<file path="src/rtl/wb_stage_pipe_if.sv">
// Handshake and data bundle between the MEM stage, the write-back stage and the
// register-file write port. master = MEM side / producer, slave = write-back stage.
interface wb_stage_pipe_if #(
  parameter int DATA_W = 32,
  parameter int RD_W   = 5
);
  localparam int OFF_W = $clog2(DATA_W / 8);

  logic              in_valid;
  logic              in_ready;
  logic [DATA_W-1:0] alu_out;
  logic [DATA_W-1:0] pc;
  logic [15:0]       imm16;
  logic [RD_W-1:0]   rd;
  logic              mem_to_reg;
  logic              lhi;
  logic              link;
  logic              lb;
  logic              lh;
  logic              load_extend;
  logic [OFF_W-1:0]  byte_off;
  logic [DATA_W-1:0] mem_rdata;
  logic              mem_rvalid;
  logic              wb_en;
  logic [RD_W-1:0]   wb_rd;
  logic [DATA_W-1:0] wb_data;
  logic              misalign;
  logic              mem_timeout;

  modport master (
    output in_valid, alu_out, pc, imm16, rd, mem_to_reg, lhi, link, lb, lh,
           load_extend, byte_off, mem_rdata, mem_rvalid,
    input  in_ready, wb_en, wb_rd, wb_data, misalign, mem_timeout
  );

  modport slave (
    input  in_valid, alu_out, pc, imm16, rd, mem_to_reg, lhi, link, lb, lh,
           load_extend, byte_off, mem_rdata, mem_rvalid,
    output in_ready, wb_en, wb_rd, wb_data, misalign, mem_timeout
  );
endinterface

</file>
<file path="src/rtl/wb_stage_pipe.sv">
// Registered write-back stage: picks the register-file write value, waits a bounded
// number of cycles for late load data, and flags misaligned or timed-out loads.
//
//   state      | meaning
//   -----------+------------------------------------------------------------
//   S_IDLE     | ready; an accepted instruction with data on hand writes back
//              | next cycle
//   S_WAIT_MEM | load captured, waiting for mem_rvalid; counts idle cycles up
//              | to WAIT_MAX
module wb_stage_pipe #(
  parameter int DATA_W      = 32,
  parameter int RD_W        = 5,
  parameter int LINK_OFFSET = 8,
  parameter int WAIT_MAX    = 15
) (
  input  logic            clk,
  input  logic            reset,
  wb_stage_pipe_if.slave  bus
);
  localparam int OFF_W = $clog2(DATA_W / 8);

  typedef enum logic {
    S_IDLE     = 1'b0,
    S_WAIT_MEM = 1'b1
  } state_t;

  state_t            r_state;
  state_t            w_state_nxt;
  logic [7:0]        r_cnt;

  logic [DATA_W-1:0] r_cap_alu;
  logic [DATA_W-1:0] r_cap_pc;
  logic [15:0]       r_cap_imm16;
  logic [RD_W-1:0]   r_cap_rd;
  logic              r_cap_mtr;
  logic              r_cap_lhi;
  logic              r_cap_link;
  logic              r_cap_lb;
  logic              r_cap_lh;
  logic              r_cap_ext;
  logic [OFF_W-1:0]  r_cap_off;

  logic              r_wb_en;
  logic [RD_W-1:0]   r_wb_rd;
  logic [DATA_W-1:0] r_wb_data;
  logic              r_misalign;
  logic              r_timeout;

  logic              w_in_wait;
  logic [DATA_W-1:0] w_op_alu;
  logic [DATA_W-1:0] w_op_pc;
  logic [15:0]       w_op_imm16;
  logic [RD_W-1:0]   w_op_rd;
  logic              w_op_mtr;
  logic              w_op_lhi;
  logic              w_op_link;
  logic              w_op_lb;
  logic              w_op_lh;
  logic              w_op_ext;
  logic [OFF_W-1:0]  w_op_off;

  logic [DATA_W-1:0] w_shift;
  logic [DATA_W-1:0] w_load_val;
  logic              w_load_mis;
  logic [DATA_W-1:0] w_result;
  logic              w_misalign;

  logic              w_fire;
  logic              w_capture;
  logic              w_cnt_inc;
  logic              w_timeout;
  logic [7:0]        w_cnt_nxt;

  assign w_in_wait = (r_state == S_WAIT_MEM);

  // While waiting, the result is built from the captured operands; otherwise from live inputs.
  assign w_op_alu   = w_in_wait ? r_cap_alu   : bus.alu_out;
  assign w_op_pc    = w_in_wait ? r_cap_pc    : bus.pc;
  assign w_op_imm16 = w_in_wait ? r_cap_imm16 : bus.imm16;
  assign w_op_rd    = w_in_wait ? r_cap_rd    : bus.rd;
  assign w_op_mtr   = w_in_wait ? r_cap_mtr   : bus.mem_to_reg;
  assign w_op_lhi   = w_in_wait ? r_cap_lhi   : bus.lhi;
  assign w_op_link  = w_in_wait ? r_cap_link  : bus.link;
  assign w_op_lb    = w_in_wait ? r_cap_lb    : bus.lb;
  assign w_op_lh    = w_in_wait ? r_cap_lh    : bus.lh;
  assign w_op_ext   = w_in_wait ? r_cap_ext   : bus.load_extend;
  assign w_op_off   = w_in_wait ? r_cap_off   : bus.byte_off;

  // Shifting the addressed lane down to bit 0 serves byte, halfword and (offset 0) word loads.
  assign w_shift = bus.mem_rdata >> {w_op_off, 3'b000};

  // Load alignment/extraction and write-value select (lhi > link > load > alu).
  always_comb begin
    w_load_val = w_shift;
    w_load_mis = 1'b0;
    if (w_op_lh) begin
      w_load_mis = w_op_off[0];
      w_load_val = w_op_ext ? {{(DATA_W-16){w_shift[15]}}, w_shift[15:0]}
                            : {{(DATA_W-16){1'b0}}, w_shift[15:0]};
    end else if (w_op_lb) begin
      w_load_val = w_op_ext ? {{(DATA_W-8){w_shift[7]}}, w_shift[7:0]}
                            : {{(DATA_W-8){1'b0}}, w_shift[7:0]};
    end else begin
      w_load_mis = |w_op_off;
    end

    w_misalign = 1'b0;
    if (w_op_lhi) begin
      w_result = DATA_W'({w_op_imm16, 16'h0000});
    end else if (w_op_link) begin
      w_result = w_op_pc + DATA_W'(LINK_OFFSET);
    end else if (w_op_mtr) begin
      w_result   = w_load_val;
      w_misalign = w_load_mis;
    end else begin
      w_result = w_op_alu;
    end
  end

  assign w_cnt_nxt = r_cnt + 8'd1;

  // Next state and per-cycle actions: fire a result, capture a load, count, or time out.
  always_comb begin
    w_state_nxt = r_state;
    w_fire      = 1'b0;
    w_capture   = 1'b0;
    w_cnt_inc   = 1'b0;
    w_timeout   = 1'b0;
    case (r_state)
      S_IDLE: begin
        if (bus.in_valid) begin
          if (bus.mem_to_reg && !bus.mem_rvalid) begin
            w_capture   = 1'b1;
            w_state_nxt = S_WAIT_MEM;
          end else begin
            w_fire = 1'b1;
          end
        end
      end
      S_WAIT_MEM: begin
        if (bus.mem_rvalid) begin
          w_fire      = 1'b1;
          w_state_nxt = S_IDLE;
        end else if (w_cnt_nxt == 8'(WAIT_MAX)) begin
          w_timeout   = 1'b1;
          w_state_nxt = S_IDLE;
        end else begin
          w_cnt_inc = 1'b1;
        end
      end
      default: w_state_nxt = S_IDLE;
    endcase
  end

  // State register.
  always_ff @(posedge clk or posedge reset) begin
    if (reset) r_state <= S_IDLE;
    else       r_state <= w_state_nxt;
  end

  // Wait counter and captured operands of a load that is waiting for data.
  always_ff @(posedge clk or posedge reset) begin
    if (reset) begin
      r_cnt       <= '0;
      r_cap_alu   <= '0;
      r_cap_pc    <= '0;
      r_cap_imm16 <= '0;
      r_cap_rd    <= '0;
      r_cap_mtr   <= 1'b0;
      r_cap_lhi   <= 1'b0;
      r_cap_link  <= 1'b0;
      r_cap_lb    <= 1'b0;
      r_cap_lh    <= 1'b0;
      r_cap_ext   <= 1'b0;
      r_cap_off   <= '0;
    end else if (w_capture) begin
      r_cnt       <= '0;
      r_cap_alu   <= bus.alu_out;
      r_cap_pc    <= bus.pc;
      r_cap_imm16 <= bus.imm16;
      r_cap_rd    <= bus.rd;
      r_cap_mtr   <= bus.mem_to_reg;
      r_cap_lhi   <= bus.lhi;
      r_cap_link  <= bus.link;
      r_cap_lb    <= bus.lb;
      r_cap_lh    <= bus.lh;
      r_cap_ext   <= bus.load_extend;
      r_cap_off   <= bus.byte_off;
    end else if (w_cnt_inc) begin
      r_cnt <= w_cnt_nxt;
    end
  end

  // Registered outputs; R0 writes are suppressed, wb_rd/wb_data hold between writes.
  always_ff @(posedge clk or posedge reset) begin
    if (reset) begin
      r_wb_en    <= 1'b0;
      r_wb_rd    <= '0;
      r_wb_data  <= '0;
      r_misalign <= 1'b0;
      r_timeout  <= 1'b0;
    end else begin
      r_wb_en    <= 1'b0;
      r_misalign <= 1'b0;
      r_timeout  <= w_timeout;
      if (w_fire) begin
        if (w_misalign) begin
          r_misalign <= 1'b1;
        end else if (w_op_rd != '0) begin
          r_wb_en   <= 1'b1;
          r_wb_rd   <= w_op_rd;
          r_wb_data <= w_result;
        end
      end
    end
  end

  assign bus.in_ready    = (r_state == S_IDLE);
  assign bus.wb_en       = r_wb_en;
  assign bus.wb_rd       = r_wb_rd;
  assign bus.wb_data     = r_wb_data;
  assign bus.misalign    = r_misalign;
  assign bus.mem_timeout = r_timeout;
endmodule

</file>
<file path="src/flat_wrapper.sv">
// flat-port wrapper written by rule: the top's interface ports become plain ports
module wb_stage_pipe_flat 
#(
  parameter int DATA_W      = 32,
  parameter int RD_W        = 5,
  parameter int LINK_OFFSET = 8,
  parameter int WAIT_MAX    = 15
)
  (clk, reset, bus_in_valid, bus_alu_out, bus_pc, bus_imm16, bus_rd, bus_mem_to_reg, bus_lhi, bus_link, bus_lb, bus_lh, bus_load_extend, bus_byte_off, bus_mem_rdata, bus_mem_rvalid, bus_in_ready, bus_wb_en, bus_wb_rd, bus_wb_data, bus_misalign, bus_mem_timeout);
  wb_stage_pipe_if #(.DATA_W(DATA_W), .RD_W(RD_W)) bus_i ();
  input  logic clk;
  input  logic reset;
  input wire logic [$bits(bus_i.in_valid)-1:0] bus_in_valid;
  input wire logic [$bits(bus_i.alu_out)-1:0] bus_alu_out;
  input wire logic [$bits(bus_i.pc)-1:0] bus_pc;
  input wire logic [$bits(bus_i.imm16)-1:0] bus_imm16;
  input wire logic [$bits(bus_i.rd)-1:0] bus_rd;
  input wire logic [$bits(bus_i.mem_to_reg)-1:0] bus_mem_to_reg;
  input wire logic [$bits(bus_i.lhi)-1:0] bus_lhi;
  input wire logic [$bits(bus_i.link)-1:0] bus_link;
  input wire logic [$bits(bus_i.lb)-1:0] bus_lb;
  input wire logic [$bits(bus_i.lh)-1:0] bus_lh;
  input wire logic [$bits(bus_i.load_extend)-1:0] bus_load_extend;
  input wire logic [$bits(bus_i.byte_off)-1:0] bus_byte_off;
  input wire logic [$bits(bus_i.mem_rdata)-1:0] bus_mem_rdata;
  input wire logic [$bits(bus_i.mem_rvalid)-1:0] bus_mem_rvalid;
  output wire logic [$bits(bus_i.in_ready)-1:0] bus_in_ready;
  output wire logic [$bits(bus_i.wb_en)-1:0] bus_wb_en;
  output wire logic [$bits(bus_i.wb_rd)-1:0] bus_wb_rd;
  output wire logic [$bits(bus_i.wb_data)-1:0] bus_wb_data;
  output wire logic [$bits(bus_i.misalign)-1:0] bus_misalign;
  output wire logic [$bits(bus_i.mem_timeout)-1:0] bus_mem_timeout;
  assign bus_i.in_valid = bus_in_valid;
  assign bus_i.alu_out = bus_alu_out;
  assign bus_i.pc = bus_pc;
  assign bus_i.imm16 = bus_imm16;
  assign bus_i.rd = bus_rd;
  assign bus_i.mem_to_reg = bus_mem_to_reg;
  assign bus_i.lhi = bus_lhi;
  assign bus_i.link = bus_link;
  assign bus_i.lb = bus_lb;
  assign bus_i.lh = bus_lh;
  assign bus_i.load_extend = bus_load_extend;
  assign bus_i.byte_off = bus_byte_off;
  assign bus_i.mem_rdata = bus_mem_rdata;
  assign bus_i.mem_rvalid = bus_mem_rvalid;
  assign bus_in_ready = bus_i.in_ready;
  assign bus_wb_en = bus_i.wb_en;
  assign bus_wb_rd = bus_i.wb_rd;
  assign bus_wb_data = bus_i.wb_data;
  assign bus_misalign = bus_i.misalign;
  assign bus_mem_timeout = bus_i.mem_timeout;
  wb_stage_pipe #(.DATA_W(DATA_W), .RD_W(RD_W), .LINK_OFFSET(LINK_OFFSET), .WAIT_MAX(WAIT_MAX)) u_core (.clk(clk), .reset(reset), .bus(bus_i));
endmodule
</file>
<file path="config.mk">
export PLATFORM = sky130hd
export DESIGN_NAME = wb_stage_pipe_flat
export DESIGN_NICKNAME = d
export VERILOG_FILES = /design/src/rtl/wb_stage_pipe_if.sv /design/src/rtl/wb_stage_pipe.sv /design/src/flat_wrapper.sv
export SDC_FILE = /design/constraint.sdc
export NUM_CORES = 1
export LEC_CHECK = 0
export BUFFER_PORTS_ARGS = -buffer_cell sky130_fd_sc_hd__buf_2
export CORE_MARGIN = 2
export CORE_UTILIZATION = 55
export CTS_BUF_LIST = sky130_fd_sc_hd__clkbuf_8
export DETAILED_ROUTE_END_ITERATION = 7
export PLACE_DENSITY_LB_ADDON = 0.12
export SKIP_LAST_GASP = 1
export SLEW_MARGIN = 15
export SYNTH_ARGS = -nofsm -noshare
export SYNTH_HDL_FRONTEND = slang
export SYNTH_SLANG_ARGS = --single-unit
</file>
<file path="constraint.sdc">
create_clock -name clk -period 9.4 [get_ports clk]
set_input_delay 0.94 -clock clk [delete_from_list [all_inputs] [get_ports clk]]
set_output_delay 0.94 -clock clk [all_outputs]
set_load 0.02 [all_outputs]
</file>
==> out/qor.yml <==
cts_buffer_depth: 2
insertion_delay_ns: 0.46
status: "finished clean"
p_int_mw: 1.40
first_pass_iters: 5
hold_viol_final: 0
ys_seq_elements: 142
synth.top_cell.area_share_pct: 42.3
rows: 45
cts.root.buffer_cell: "clkbuf_8"
cts_tree: "built"
p_leak_nw: 4.27
crit_type: "reg2reg"
p_comb_share_pct: 27.6
ioPinCount: 170
grt_overflow_total: 0
grt_usage_pct: 29.5
htreeDepth: 4
dr_wl_met3_mm: 1.71
syn_to_final_growth_pct: 17.4
hold_class: "reg2reg"
finalSetupViolCount: 0
critPathArrivalTime_ns: 4.75
die_w_um: 128
grt_pass1_vias: 6777
final-max-slew-violation-count: 0
layout.nets: 1085
top_layer_used: "met4"
power_frac_seq_pct: 41.5
wl_met2_mm: 11.1
critPathMaxFanout: 61
timing.final.ws_setup_ns: 5.02
rsz0062_at_grt: "false"
fin_crit_ns: 4.38
switching_share_pct: 32.7
place_ws_ns: 5.07
worstMarginPinSlew_ns: 1.02
ys_async_sr_fraction_pct: 100
synth_seq_area_share_pct: 42.3
wl_per_cell_um: 20.9
p_per_area_nw_per_um2: 211
cts_resized: 0
grt_pass1_wl_mm: 36.9
synth_area_leader_cell: "dfrtp_1"
core_um2: 15000
place.gp.congestion: 0.893
synth_nets: 941
final_common_cell: "buf_2"
switching_power_mw: 0.678
cts.sinks: 142
hpwl_mm: 17.9
avgSynthCellArea_um2: 10.4
drc_errors: 0
numCtsBuffers: 17
drtIter0Drc: 525
cts.clk_slew.worst_paths_ns: 0.08
synth_area_um2: 8390
synth-edff-count: 0
synth.area.top_cells: "dfrtp_1, mux2_2, mux2i_1, a21oi_1, o21ai_0"
fp.dieH_um: 128
yosys_warnings: 0
initial_utilization_pct: 55.8
ir_worst_vdd_v: 0.000129
wl_met1_mm: 11.0
dieArea_um2: 16300
yosys_most_used_dff: "dfrtp_1"
ant_nets: 0
critPathCaptureType: "flip-flop"
wirelength_mm: 24.1
layout_common_cells: "buf_2, dfrtp_1, mux2_2, mux2i_1, nand2_1"
synth_cell_types: 60
port_buffers: 169
dr_total_vias: 7106
slew_headroom_pct: 32.2
tns_ns: 0
clkPwrFrac_pct: 30.9
ctsHoldBuffers: 0
max_clock_freq_mhz: 228
antenna_found_initial: 0
cap_violations: 0
grt_max_degree: 74
layout-drive-gt1-share_pct: 34.9
timing.final.crit_share_pct: 46.6
drt-vias-per-instance: 6.16
critPathLaunchType: "flip-flop"
cts_setup_buffers: 0
syn_inst: 809
worstPathRequired_ns: 9.77
fin_skew_ns: 0.0160
n_antenna_cell: 0
## power groups by stage
stage | clock [mW] | sequential [mW] | combinational (mW)
detailed placement | 0 | 0.870 | 0.569
floorplan | 0 | 0.890 | 0.343
global placement | 0 | 0.863 | 0.558
finish | 0.641 | 0.862 | 0.573
CTS | 0.651 | 0.859 | 0.571
global route | 0.676 | 0.877 | 0.621
## area by class of cell
type                    count  area [um^2]
well taps                 188          235
flip-flops and latches    142         3560
clock inverters            14          288
repair buffers            176          906
multi-input cells         609         4600
inverters                   7         31.3
clock buffers              17          234
fillers                  1232         5180
## critical path, stage by stage, from the launching register on
cell and delay, ns:
dfrtp_4 0.82, buf_4 0.60, or4b_2 0.63, nor3_1 0.13, or3_1 0.32, a41o_2 0.85, inv_1 0.30, nand2_1 0.33
a221oi_1 0.08, nor3_1 0.19
## layer usage
layer  global-route usage, %  vias up
met2                    46.1      270
met4                    8.02        0
met3                    5.86       27
met1                    42.3     3506
met5                       0        -
li1                        -     3303
## cells in the mapped netlist (5+ instances only)
cell type,count
a211oi_1,10
nand2_1,60
dfrtp_1,142
buf_2,11
a21oi_1,59
mux2_2,113
nand3b_1,5
nor2b_1,7
o22ai_1,16
a22o_1,15
o21ai_0,48
and3_1,7
inv_1,6
a22oi_1,5
xor2_1,17
a31oi_1,6
nor4_1,15
clkbuf_1,34
mux2i_1,75
nand4b_1,5
xnor2_1,16
nor3_1,17
nor2_1,27
nand3_1,15
nand2b_1,5
nand4_1,6
a2111o_1,5
## cell families after synthesis
group	after synthesis	synth area share, %
compound gates	192	14.4
simple gates	191	11.9
mux	190	24.4
flops	142	42.3
buf+inv	58	3.07
xor+xnor	33	3.44
fa+ha+maj	3	0.447
## final timing paths
kind / from / endpoint / slack (ns) / cells after the start
max reg2reg: u_core.r_state / u_core.bus.wb_data[23] / 5.02 / 9
max in group asynchronous: reset / u_core.r_state / 7.35 / 3
max: u_core.r_state / u_core.bus.wb_data[23] / 5.02 / 9
min: u_core.r_cap_mtr / u_core.r_cap_mtr / 0.48 / 1
min in group asynchronous: reset / u_core.r_cap_alu[5] / 0.55 / 2
min reg2reg: u_core.r_cap_mtr / u_core.r_cap_mtr / 0.48 / 1
## registers in the layout, summed over array words and instances, names as in the netlist, 2 cells and up
register and count:
u_core.bus.wb_data 32, u_core.r_cap_alu 32, u_core.r_cap_pc 32, u_core.r_cap_imm16 16, u_core.r_cnt 8, u_core.bus.wb_rd 5
u_core.r_cap_rd 5, u_core.r_cap_off 2
## metrics by stage
step	power (mW)	instances	hold slack, ns	util (%)	cell area, um^2
3_3_place_gp	1.42	1121	0.451	62.0	9310
3_5_place_dp	1.44	1121	0.457	62.0	9310
5_1_grt	2.17	1153	0.482	65.5	9850
2_1_floorplan	1.23	809	0.440	-	8390
6_report	2.08	1153	0.478	65.5	9850
4_1_cts	2.08	1152	0.476	65.4	9840
(Power assumes the default switching activity.)
